--- config.mk ---
export PLATFORM = sky130hd
export DESIGN_NAME = m_axil_fsb_adapter
export DESIGN_NICKNAME = d
export VERILOG_FILES = /design/src/rtl/m_axil_fsb_adapter.sv
export SDC_FILE = /design/constraint.sdc
export NUM_CORES = 1
export LEC_CHECK = 0
export CORE_ASPECT_RATIO = 0.9
export CORE_MARGIN = 2
export CORE_UTILIZATION = 45
export DETAILED_ROUTE_END_ITERATION = 16
export GPL_TIMING_DRIVEN = 0
export PLACE_DENSITY = 0.83
export SETUP_SLACK_MARGIN = 0.2
export SYNTH_ARGS = -nofsm -noshare
export SYNTH_HDL_FRONTEND = slang
export SYNTH_SLANG_ARGS = --single-unit
--- constraint.sdc ---
create_clock -name clk_i -period 5.4 [get_ports clk_i]
set_input_delay 0.81 -clock clk_i [delete_from_list [all_inputs] [get_ports clk_i]]
set_output_delay 0.81 -clock clk_i [all_outputs]
set_load 0.1 [all_outputs]
--- src/rtl/m_axil_fsb_adapter.sv ---
`default_nettype none
// ============================================================================
// Module   : m_axil_fsb_adapter
// Function : Pushes 80-bit FSB packets into a host-memory mailbox of 128-bit
//            slots as four AXI-Lite single-beat writes (flag word last).
// Revision : 1.0
// ============================================================================
module m_axil_fsb_adapter #(
    parameter int          fsb_width_p = 80,
    parameter logic [31:0] base_addr_p = 32'h0000_0000,
    parameter int          num_slots_p = 16
) (
    input  logic                           clk_i,
    input  logic                           reset_i,
    input  logic                           fsb_v_i,
    input  logic [fsb_width_p-1:0]         fsb_data_i,
    output logic                           fsb_ready_o,
    output logic                           m_axil_awvalid_o,
    input  logic                           m_axil_awready_i,
    output logic [31:0]                    m_axil_awaddr_o,
    output logic                           m_axil_wvalid_o,
    input  logic                           m_axil_wready_i,
    output logic [31:0]                    m_axil_wdata_o,
    output logic [3:0]                     m_axil_wstrb_o,
    input  logic                           m_axil_bvalid_i,
    input  logic [1:0]                     m_axil_bresp_i,
    output logic                           m_axil_bready_o,
    output logic [$clog2(num_slots_p)-1:0] slot_idx_o,
    output logic [31:0]                    pkt_cnt_o,
    output logic [15:0]                    err_cnt_o,
    output logic                           busy_o
);

    localparam int c_SLOT_W = $clog2(num_slots_p);

    typedef enum logic [1:0] {
        S_IDLE = 2'd0,
        S_SEND = 2'd1,
        S_RESP = 2'd2
    } state_t;

    state_t                   r_state;
    state_t                   w_state_nxt;
    logic [fsb_width_p-1:0]   r_data;
    logic [1:0]               r_word;
    logic                     r_aw_done;
    logic                     r_w_done;
    logic [c_SLOT_W-1:0]      r_slot;
    logic [31:0]              r_pkt_cnt;
    logic [15:0]              r_err_cnt;
    logic                     w_aw_fire;
    logic                     w_w_fire;
    logic                     w_b_fire;
    logic [31:0]              w_addr;
    logic [31:0]              w_wdata;

    assign w_aw_fire = (r_state == S_SEND) && !r_aw_done && m_axil_awready_i;
    assign w_w_fire  = (r_state == S_SEND) && !r_w_done  && m_axil_wready_i;
    assign w_b_fire  = (r_state == S_RESP) && m_axil_bvalid_i;

    assign w_addr = base_addr_p + 32'({r_slot, 4'b0000}) + 32'({r_word, 2'b00});

    always_comb begin
        w_wdata = 32'h0000_0001;
        case (r_word)
            2'd0:    w_wdata = r_data[31:0];
            2'd1:    w_wdata = r_data[63:32];
            2'd2:    w_wdata = {16'h0000, r_data[79:64]};
            default: w_wdata = 32'h0000_0001;
        endcase
    end

    always_ff @(posedge clk_i) begin
        if (reset_i) begin
            r_state <= S_IDLE;
        end else begin
            r_state <= w_state_nxt;
        end
    end

    // Outputs are forced to zero combinationally while reset_i is held.
    always_comb begin
        w_state_nxt      = r_state;
        fsb_ready_o      = 1'b0;
        m_axil_awvalid_o = 1'b0;
        m_axil_wvalid_o  = 1'b0;
        m_axil_bready_o  = 1'b0;
        m_axil_awaddr_o  = 32'h0;
        m_axil_wdata_o   = 32'h0;
        m_axil_wstrb_o   = 4'h0;
        busy_o           = 1'b0;
        case (r_state)
            S_IDLE: begin
                if (fsb_v_i) begin
                    w_state_nxt = S_SEND;
                end
            end
            S_SEND: begin
                if ((r_aw_done || w_aw_fire) && (r_w_done || w_w_fire)) begin
                    w_state_nxt = S_RESP;
                end
            end
            S_RESP: begin
                if (m_axil_bvalid_i) begin
                    w_state_nxt = (r_word == 2'd3) ? S_IDLE : S_SEND;
                end
            end
            default: w_state_nxt = S_IDLE;
        endcase
        if (!reset_i) begin
            fsb_ready_o      = (r_state == S_IDLE);
            busy_o           = (r_state != S_IDLE);
            m_axil_awvalid_o = (r_state == S_SEND) && !r_aw_done;
            m_axil_wvalid_o  = (r_state == S_SEND) && !r_w_done;
            m_axil_bready_o  = (r_state == S_RESP);
            if (r_state != S_IDLE) begin
                m_axil_awaddr_o = w_addr;
                m_axil_wdata_o  = w_wdata;
                m_axil_wstrb_o  = 4'hF;
            end
        end
    end

    always_ff @(posedge clk_i) begin
        if (reset_i) begin
            r_data    <= '0;
            r_word    <= 2'd0;
            r_aw_done <= 1'b0;
            r_w_done  <= 1'b0;
            r_slot    <= '0;
            r_pkt_cnt <= 32'd0;
            r_err_cnt <= 16'd0;
        end else begin
            case (r_state)
                S_IDLE: begin
                    if (fsb_v_i) begin
                        r_data    <= fsb_data_i;
                        r_word    <= 2'd0;
                        r_aw_done <= 1'b0;
                        r_w_done  <= 1'b0;
                    end
                end
                S_SEND: begin
                    if (w_aw_fire) r_aw_done <= 1'b1;
                    if (w_w_fire)  r_w_done  <= 1'b1;
                end
                S_RESP: begin
                    if (w_b_fire) begin
                        if ((m_axil_bresp_i != 2'b00) && (r_err_cnt != 16'hFFFF)) begin
                            r_err_cnt <= r_err_cnt + 16'd1;
                        end
                        if (r_word != 2'd3) begin
                            r_word    <= r_word + 2'd1;
                            r_aw_done <= 1'b0;
                            r_w_done  <= 1'b0;
                        end else begin
                            r_slot    <= r_slot + 1'b1;
                            r_pkt_cnt <= r_pkt_cnt + 32'd1;
                        end
                    end
                end
                default: begin
                end
            endcase
        end
    end

    always_comb begin
        slot_idx_o = '0;
        pkt_cnt_o  = 32'd0;
        err_cnt_o  = 16'd0;
        if (!reset_i) begin
            slot_idx_o = r_slot;
            pkt_cnt_o  = r_pkt_cnt;
            err_cnt_o  = r_err_cnt;
        end
    end

endmodule
`default_nettype wire

Yosys cells after proc, flatten, opt, wreduce, memory -nomap -nowiden

Index checks and enable logic that the tools add are counted.

Reduce and logical (&&, ||, !) cells: 24
$lt $le $gt $ge: 0
Multiply operators: 0
Multiplexer cells: 31
$add $sub $neg: 5
Equal/unequal tests: 14
Divide/modulo/power cells: 0
Bitwise operators: 1
Shift operators: 0

Operator list:

| operator                                              | count |
|---|---|
| 2-to-1 mux 32 bit                                     | 3 |
| one-hot mux 32 bit (3 select lines)                   | 1 |
| adder 32 x 1 -> 32 bit, second input constant         | 1 |
| 2-to-1 mux 9 bit                                      | 2 |
| adder 16 x 1 -> 16 bit, second input constant         | 1 |
| 2-to-1 mux 16 bit                                     | 1 |
| inequality test 16 bit, second input constant         | 1 |
| 2-to-1 mux 2 bit                                      | 6 |
| 2-to-1 mux 4 bit                                      | 3 |
| inequality test 2 bit, second input constant          | 6 |
| 2-to-1 mux 1 bit                                      | 11 |
| AND reduction 5 bit                                   | 2 |
| adder 8 x 4 -> 9 bit                                  | 1 |
| AND reduction 3 bit                                   | 3 |
| logical AND 1 bit                                     | 7 |
| == test 2 bit, second input constant                  | 3 |
| one-hot mux 1 bit (3 select lines)                    | 2 |
| one-hot mux 2 bit (3 select lines)                    | 1 |
| nonzero test 2 bit                                    | 3 |
| adder 4 x 1 -> 4 bit, second input constant           | 1 |
| == test 2 x 1 -> 1 bit, second input constant         | 2 |
| zero test 2 bit                                       | 2 |
| inequality test 2 x 1 -> 1 bit, second input constant | 2 |
| one-hot mux 2 bit (2 select lines)                    | 1 |
| other kinds (7)                                       | 9 |

Input bits: 88
Bits in writable memories: 0
Bits in latches: 0
Flip-flop bits (word level): 138
Memories kept: 0
Output and inout bits: 125
Memory bits (read-only): 0

Depth between registers and ports, before layout

Gate-level depths: netlist of run 1.

Depth in word-level cells: 7
Depth in mapped cells: 7
Depth with buffers taken out: 6

Worst setup path before layout of run 1

OpenSTA, ideal clock, no wires.

Path kind: input to output
Start: input port reset_i
End: output port m_axil_awaddr_o[4]
Required time: 4.590 ns
Arrival time: 3.579 ns
Stages on the path: 4
Buffers on the path: 2
Path slack: 1.011 ns
Path through: clkbuf_1 -> clkbuf_1 -> nor2_1 -> and2_1

Word-level cells in the longest chain between the ends: 1

RTL lines:

| item             | RTL line | source |
|---|---|---|
| from (decl)      | 14       | `input logic reset_i,` |
| 2-to-1 mux 9 bit | 110      | `if (!reset_i) begin` |
| to (decl)        | 20       | `output logic [31:0] m_axil_awaddr_o,` |

No other way between the ends.

Worst setup path after layout of run 1

Start: input port reset_i
End: output port m_axil_bready_o

Word-level cells in the longest chain between the ends: 1

RTL lines:

| item             | RTL line | source |
|---|---|---|
| 2-to-1 mux 1 bit | 110      |  |
| to (decl)        | 27       | `output logic m_axil_bready_o,` |

No other way between the ends.

==> impl_metrics.json, run 1 <==
{
  "cts.sink_count": 138,
  "layout_nets": 1170,
  "synthFlopType": "sky130_fd_sc_hd__dfxtp_1",
  "yosys.area.top_type": "sky130_fd_sc_hd__dfxtp_1",
  "post_synth.cell_area_avg_um2": 7.75,
  "core_um2": 14100,
  "wire_length_of_the_first_global_routing_pass_um": 31100,
  "die_area_um2": 15500,
  "syn_area_um2": 6550,
  "ys_top_cells_by_area": "sky130_fd_sc_hd__dfxtp_1 (42%), sky130_fd_sc_hd__nand2_1 (11%), sky130_fd_sc_hd__a21oi_1 (7.3%)",
  "crit_required_ns": 4.59,
  "post_cts.resized_instances": 0,
  "cts-root-to-sink-buffers": 2,
  "timing.final.max_slew_violations": 0,
  "remaining_drc_errors": 0,
  "setup-violations-final": 0,
  "drt_first_pass_iters": 5,
  "detail_route.wirelength_um": 19300,
  "fmax_mhz": 219,
  "dr_total_vias": 6644,
  "share_comb_of_total_power_pct": 16.4,
  "total_power_per_unit_cell_area_nw_per_um2": 282,
  "reg2reg_from": "r_word[0]",
  "worstSetupStartpointType": "input port",
  "status": "finished, final reports clean",
  "placedInstanceArea_um2": 8740,
  "ys_seq_elements": 138,
  "post_route_cells_drive_above_1_share_pct": 6.81,
  "die_height_um": 118,
  "worstHoldPathType": "register to register",
  "yosys.cell_types.count": 46,
  "start_util_pct": 46.4,
  "layout.cells.most_common": "sky130_fd_sc_hd__nand2_1",
  "hold_start": "r_data[18]",
  "floorplan.die.width_um": 131,
  "grt_antenna_before_repair": 0,
  "intPower_mw": 1.81,
  "clk-insertion-delay-late_ns": 0.42,
  "grt_overflow": 0,
  "timing.critical_path.arrival_ns": 3.75,
  "num_antenna_cells": 0,
  "final_cell_mix": "sky130_fd_sc_hd__nand2_1 (188), sky130_fd_sc_hd__clkdlybuf4s50_1 (185), sky130_fd_sc_hd__dfxtp_1 (138), sky130_fd_sc_hd__a21oi_1 (96), sky130_fd_sc_hd__nor2_1 (85)",
  "layout.filler_cells": 1195,
  "synth-warning-count": 0,
  "path_max_fanout": 10,
  "grt_start_max_net_pins": 17,
  "grt_pass1_vias": 6316,
  "cts_buffers": 17,
  "postRouteAntennaNets": 0,
  "end_kind": "output pin",
  "seq_power_share_pct": 41.4,
  "power_spent_charging_and_discharging_nets_uw": 818,
  "ctsHoldBuffers": 0,
  "post-cts-setup-buffers": 0,
  "via_per_inst": 5.19,
  "final-hold-violation-count": 0,
  "min_period_over_period_pct": 84.5,
  "areaGrowthSynthToFinish_pct": 41.8,
  "ys_seq_area_share_pct": 42.2,
  "grt_usage_pct": 24.6,
  "gp_congestion": 0.844,
  "timing_worst_slew_pin_value_ns": 1.04,
  "setup_tns_ns": 0,
  "synth_top_area_share_pct": 42.2,
  "synth_edf_count": 0,
  "setup.worst_path.class": "input port to output pin",
  "area_occupied_by_registers_um2": 2760,
  "clock-skew-final_ns": 0.0108,
  "cts.root.buffer_cell": "sky130_fd_sc_hd__clkbuf_16",
  "dp.final_hpwl_um": 13900,
  "cellLeakagePower_nw": 3.37,
  "clkPwrFrac_pct": 42.2,
  "finalWorstPathRequiredPeriod_ns": 4.56,
  "swShare_pct": 31.2,
  "synth_async_sr_flop_share_pct": 0,
  "cp-startpoint": "reset_i",
  "grt_setup_unrepaired": "false",
  "boundaryPins": 213,
  "drt_iter0_drc": 592,
  "cts-htree-levels": 4,
  "std_cell_rows": 41,
  "vdd_drop_max_mv": 0.236,
  "wire_per_inst_um": 15.1,
  "netlist_instances": 845,
  "timing.max_slew.rel_slack_pct": 30.6,
  "clk_transition_reported_paths_ns": 0.07,
  "multi_input_area_um2": 3410,
  "number_of_port_buffers": 185,
  "final_cell_area_um2": 9290,
  "tritoncts": "built",
  "max_cap_violations": 0
}
[power by group through the flow]
stage / registers (mW) / clock network, mW / logic (mW)
3_3_place_gp: 1.10 / 0 / 0.422
2_1_floorplan: 1.10 / 0 / 0.297
3_5_place_dp: 1.11 / 0 / 0.426
4_1_cts: 1.08 / 1.11 / 0.429
5_1_grt: 1.09 / 1.17 / 0.458
6_report: 1.09 / 1.11 / 0.430
[metal layers]
layer  global-route usage [%]  part of all wire [%]  vias to the layer above  wire length, µm
met2                     40.4                    47                      298             9150
li1                         -                     -                     3256                -
met5                        0                     0                        -                0
met1                     31.7                    43                     3068             8250
met4                     7.88                   1.5                        0              297
met3                     6.52                   8.3                       22             1590
[final timing paths]
check	depth (start not counted)	endpoint	slack, ns
setup reg to reg	7	r_pkt_cnt[26]	2.99
setup / recovery	6	m_axil_bready_o	0.84
hold reg to reg	2	r_data[18]	0.46
hold / removal	2	r_data[18]	0.46
[cells in the mapped netlist, types with 6 or more instances]
cell,instances
sky130_fd_sc_hd__a21oi_1,96
sky130_fd_sc_hd__a222oi_1,15
sky130_fd_sc_hd__a22oi_1,17
sky130_fd_sc_hd__and2_1,6
sky130_fd_sc_hd__and4_1,7
sky130_fd_sc_hd__buf_4,30
sky130_fd_sc_hd__clkbuf_1,50
sky130_fd_sc_hd__dfxtp_1,138
sky130_fd_sc_hd__ha_1,8
sky130_fd_sc_hd__inv_1,7
sky130_fd_sc_hd__nand2_1,188
sky130_fd_sc_hd__nand3_1,13
sky130_fd_sc_hd__nand4_1,14
sky130_fd_sc_hd__nor2_1,85
sky130_fd_sc_hd__nor2b_1,47
sky130_fd_sc_hd__nor3_1,20
sky130_fd_sc_hd__nor4_1,9
sky130_fd_sc_hd__o21ai_0,8
sky130_fd_sc_hd__or3_1,7
sky130_fd_sc_hd__or4_1,6
sky130_fd_sc_hd__xnor2_1,23
sky130_fd_sc_hd__xor2_1,15
[sequential cells by signal, indices dropped and copies added, names as in the netlist]
| name | flops |
|---|---|
| r_aw_done | 1 |
| r_data | 80 |
| r_err_cnt | 16 |
| r_pkt_cnt | 32 |
| r_slot | 4 |
| r_state | 2 |
| r_w_done | 1 |
| r_word | 2 |
[final cells by class]
type	count	share of cell area [%]
clock inverter	14	1.35
sequential	138	29.7
timing repair buffer	185	19.9
clock buffer	18	4.62
inverter	7	0.283
buffer	86	4.79
multi-input combinational	639	36.7
tap	193	2.60
[cell families after synthesis]
logic type | count (synthesis) | synth area share [%]
AND/OR/NAND/NOR | 422 | 30.6
AO/OA/AOI/OAI | 143 | 13.0
flip-flops | 138 | 42.2
buffers and inverters | 93 | 7.20
XOR/XNOR | 38 | 5.08
adder cells (fa/ha/maj) | 8 | 1.53
multiplexers | 2 | 0.344
other | 1 | 0.0572
[worst max-delay path, cell delays in order]
cell and delay [ns]:
sky130_fd_sc_hd__clkbuf_1 0.46, sky130_fd_sc_hd__clkbuf_1 0.48, sky130_fd_sc_hd__clkbuf_1 0.46, sky130_fd_sc_hd__clkbuf_1 0.44, sky130_fd_sc_hd__nor2_1 0.10, sky130_fd_sc_hd__clkdlybuf4s50_1 0.99
[metrics by stage]
step / utilization (%) / hold WS [ns] / setup slack, ns / cells / power (mW)
4_1_cts: 65.9 / 0.456 / 0.801 / 1280 / 2.63
5_1_grt: 65.9 / 0.471 / 0.706 / 1280 / 2.71
3_5_place_dp: 61.9 / 0.446 / 0.801 / 1248 / 1.53
2_1_floorplan: - / 0.436 / 1.01 / 870 / 1.40
3_3_place_gp: 61.9 / 0.441 / 0.823 / 1248 / 1.53
6_report: 65.9 / 0.455 / 0.840 / 1280 / 2.62
No activity file was read; power rests on OpenSTA's default activity.
==> inputs of run 2 (changes only) <==
clock period = 4.6 ns   (was 5.4 ns; I/O delays follow)
==> impl_metrics.json, run 2 (synthesis gave the netlist of run 1 again) <==
{
  "postRouteAntennaNets": 0,
  "layout.filler_cells": 1193,
  "clock-skew-final_ns": 0.0109,
  "dr_total_vias": 6673,
  "std_cell_rows": 41,
  "die_height_um": 118,
  "clk-insertion-delay-late_ns": 0.42,
  "layout.cells.most_common": "sky130_fd_sc_hd__nand2_1",
  "setup.worst_path.class": "register to output pin",
  "end_kind": "output pin",
  "crit-reg2reg-capture": "r_pkt_cnt[26]",
  "grt_pass1_vias": 6316,
  "number_of_port_buffers": 185,
  "grt_antenna_before_repair": 0,
  "cts.root.buffer_cell": "sky130_fd_sc_hd__clkbuf_16",
  "largest_register_ffs": 80,
  "timing.hold.worst_endpoint": "r_data[18]",
  "post_route_cells_drive_above_1_share_pct": 6.81,
  "finalWorstPathRequiredPeriod_ns": 4.22,
  "core_um2": 14100,
  "areaGrowthSynthToFinish_pct": 42.0,
  "remaining_drc_errors": 0,
  "final_cell_area_um2": 9310,
  "biggestRegsByFlops": "r_data (80), r_pkt_cnt (32), r_err_cnt (16)",
  "fmax_mhz": 237,
  "worstRegToRegCells": 7,
  "grt_overflow": 0,
  "dp.final_hpwl_um": 13900,
  "cts-htree-levels": 4,
  "final_cell_mix": "sky130_fd_sc_hd__nand2_1 (188), sky130_fd_sc_hd__clkdlybuf4s50_1 (180), sky130_fd_sc_hd__dfxtp_1 (138), sky130_fd_sc_hd__a21oi_1 (96), sky130_fd_sc_hd__nor2_1 (85)",
  "hold_depth": 2,
  "drt_iter0_drc": 654,
  "r2r_setup_slack_ns": 2.19,
  "timing.max_slew.rel_slack_pct": 30.5,
  "clk_transition_reported_paths_ns": 0.07,
  "wire_per_inst_um": 15.1,
  "cts-root-to-sink-buffers": 2,
  "wire_length_of_the_first_global_routing_pass_um": 31100,
  "grt_usage_pct": 24.6,
  "gp_congestion": 0.844,
  "utilization_pct": 66.0,
  "tritoncts": "built",
  "timing.critical_path.arrival_ns": 3.53,
  "setup_tns_ns": 0,
  "max_cap_violations": 0,
  "total_power_per_unit_cell_area_nw_per_um2": 331,
  "die_area_um2": 15500,
  "grt_start_max_net_pins": 17,
  "placedInstanceArea_um2": 8740,
  "drt_first_pass_iters": 6,
  "boundaryPins": 213,
  "final-hold-violation-count": 0,
  "path_max_fanout": 10,
  "detailedPlace.worstSlack_ns": 0.241,
  "num_antenna_cells": 0,
  "hold_start": "r_data[18]",
  "start_util_pct": 46.4,
  "cts.sink_count": 138,
  "layout_nets": 1170,
  "setup-violations-final": 0,
  "grt_setup_unrepaired": "false",
  "worstHoldPathType": "register to register",
  "cellLeakagePower_nw": 3.46,
  "post-route-worst-setup-slack_ns": 0.378,
  "timing_worst_slew_pin_value_ns": 1.04,
  "cts_buffers": 17,
  "via_per_inst": 5.21,
  "min_period_over_period_pct": 91.8,
  "timing.final.max_slew_violations": 0,
  "vdd_drop_max_mv": 0.278,
  "largest-register": "r_data",
  "crit_required_ns": 3.91,
  "floorplan.die.width_um": 131,
  "reg2reg_from": "r_word[0]",
  "detail_route.wirelength_um": 19300,
  "design_power_total_mw": 3.08,
  "status": "finished, final reports clean",
  "worstSetupStartpointType": "register"
}
==> run 2: cell types whose count changed in the layout (fill, tap and decap cells not counted), sizes merged <==
cell and delta:
clkdlybuf4s50 -5, dlymetal6s2s +5
==> run 2: repair_timing <==
| action | in CTS | in global routing |
|---|---|---|
| endpoints found under the setup margin | 0 | 5 |
| gates resized for setup | 0 | 5 |
| hold buffers | 0 | 0 |
| setup buffers | 0 | 0 |
==> run 2: report_power, final <==
part           switching [mW]  total, mW  internal, mW
clock                   0.592       1.30         0.711
combinational           0.343      0.505         0.162
sequential             0.0281       1.27          1.25
==> run 2: worst max path at each step <==
stage / from / to / slack, ns / depth (start not counted)
floorplan: reset_i / m_axil_awaddr_o[4] / 0.45 / 4
global placement: reset_i / pkt_cnt_o[17] / 0.26 / 6
detailed placement: reset_i / m_axil_bready_o / 0.24 / 6
CTS: reset_i / m_axil_bready_o / 0.24 / 6
global route: r_state[0] / m_axil_wdata_o[1] / 0.24 / 7
finish: r_state[0] / m_axil_wdata_o[1] / 0.38 / 7
==> run 2: worst max-delay path: stages, from the launching register on <==
cell	delay, ns
sky130_fd_sc_hd__dfxtp_1	0.35
sky130_fd_sc_hd__clkbuf_1	0.33
sky130_fd_sc_hd__nor2_1	0.21
sky130_fd_sc_hd__or3_1	0.34
sky130_fd_sc_hd__clkbuf_1	0.16
sky130_fd_sc_hd__buf_1	0.28
sky130_fd_sc_hd__nor2_1	0.26
sky130_fd_sc_hd__clkdlybuf4s50_1	1.17
==> run 2: per-layer routing <==
metal / global-route usage, % / vias up / share of wire [%]
li1: - / 3260 / -
met1: 31.7 / 3093 / 43
met2: 40.4 / 295 / 47
met3: 6.52 / 25 / 7.9
met4: 7.88 / 0 / 1.6
met5: 0 / - / 0
==> run 2: final cells by class <==
cell class	instances	area (µm²)	share of cell area, %
buffer	86	445	4.79
multi-input combinational	639	3410	36.7
tap	193	241	2.60
sequential	138	2760	29.7
inverter	7	26.3	0.282
clock buffer	18	429	4.61
timing repair buffer	185	1860	20.0
clock inverter	14	125	1.34
==> run 2: stage by stage <==
step                      std cells  hold slack, ns
final                          1280           0.457
after floorplan                 870           0.436
after global routing           1280           0.471
after CTS                      1280           0.456
after global placement         1248           0.441
after detailed placement       1248           0.446
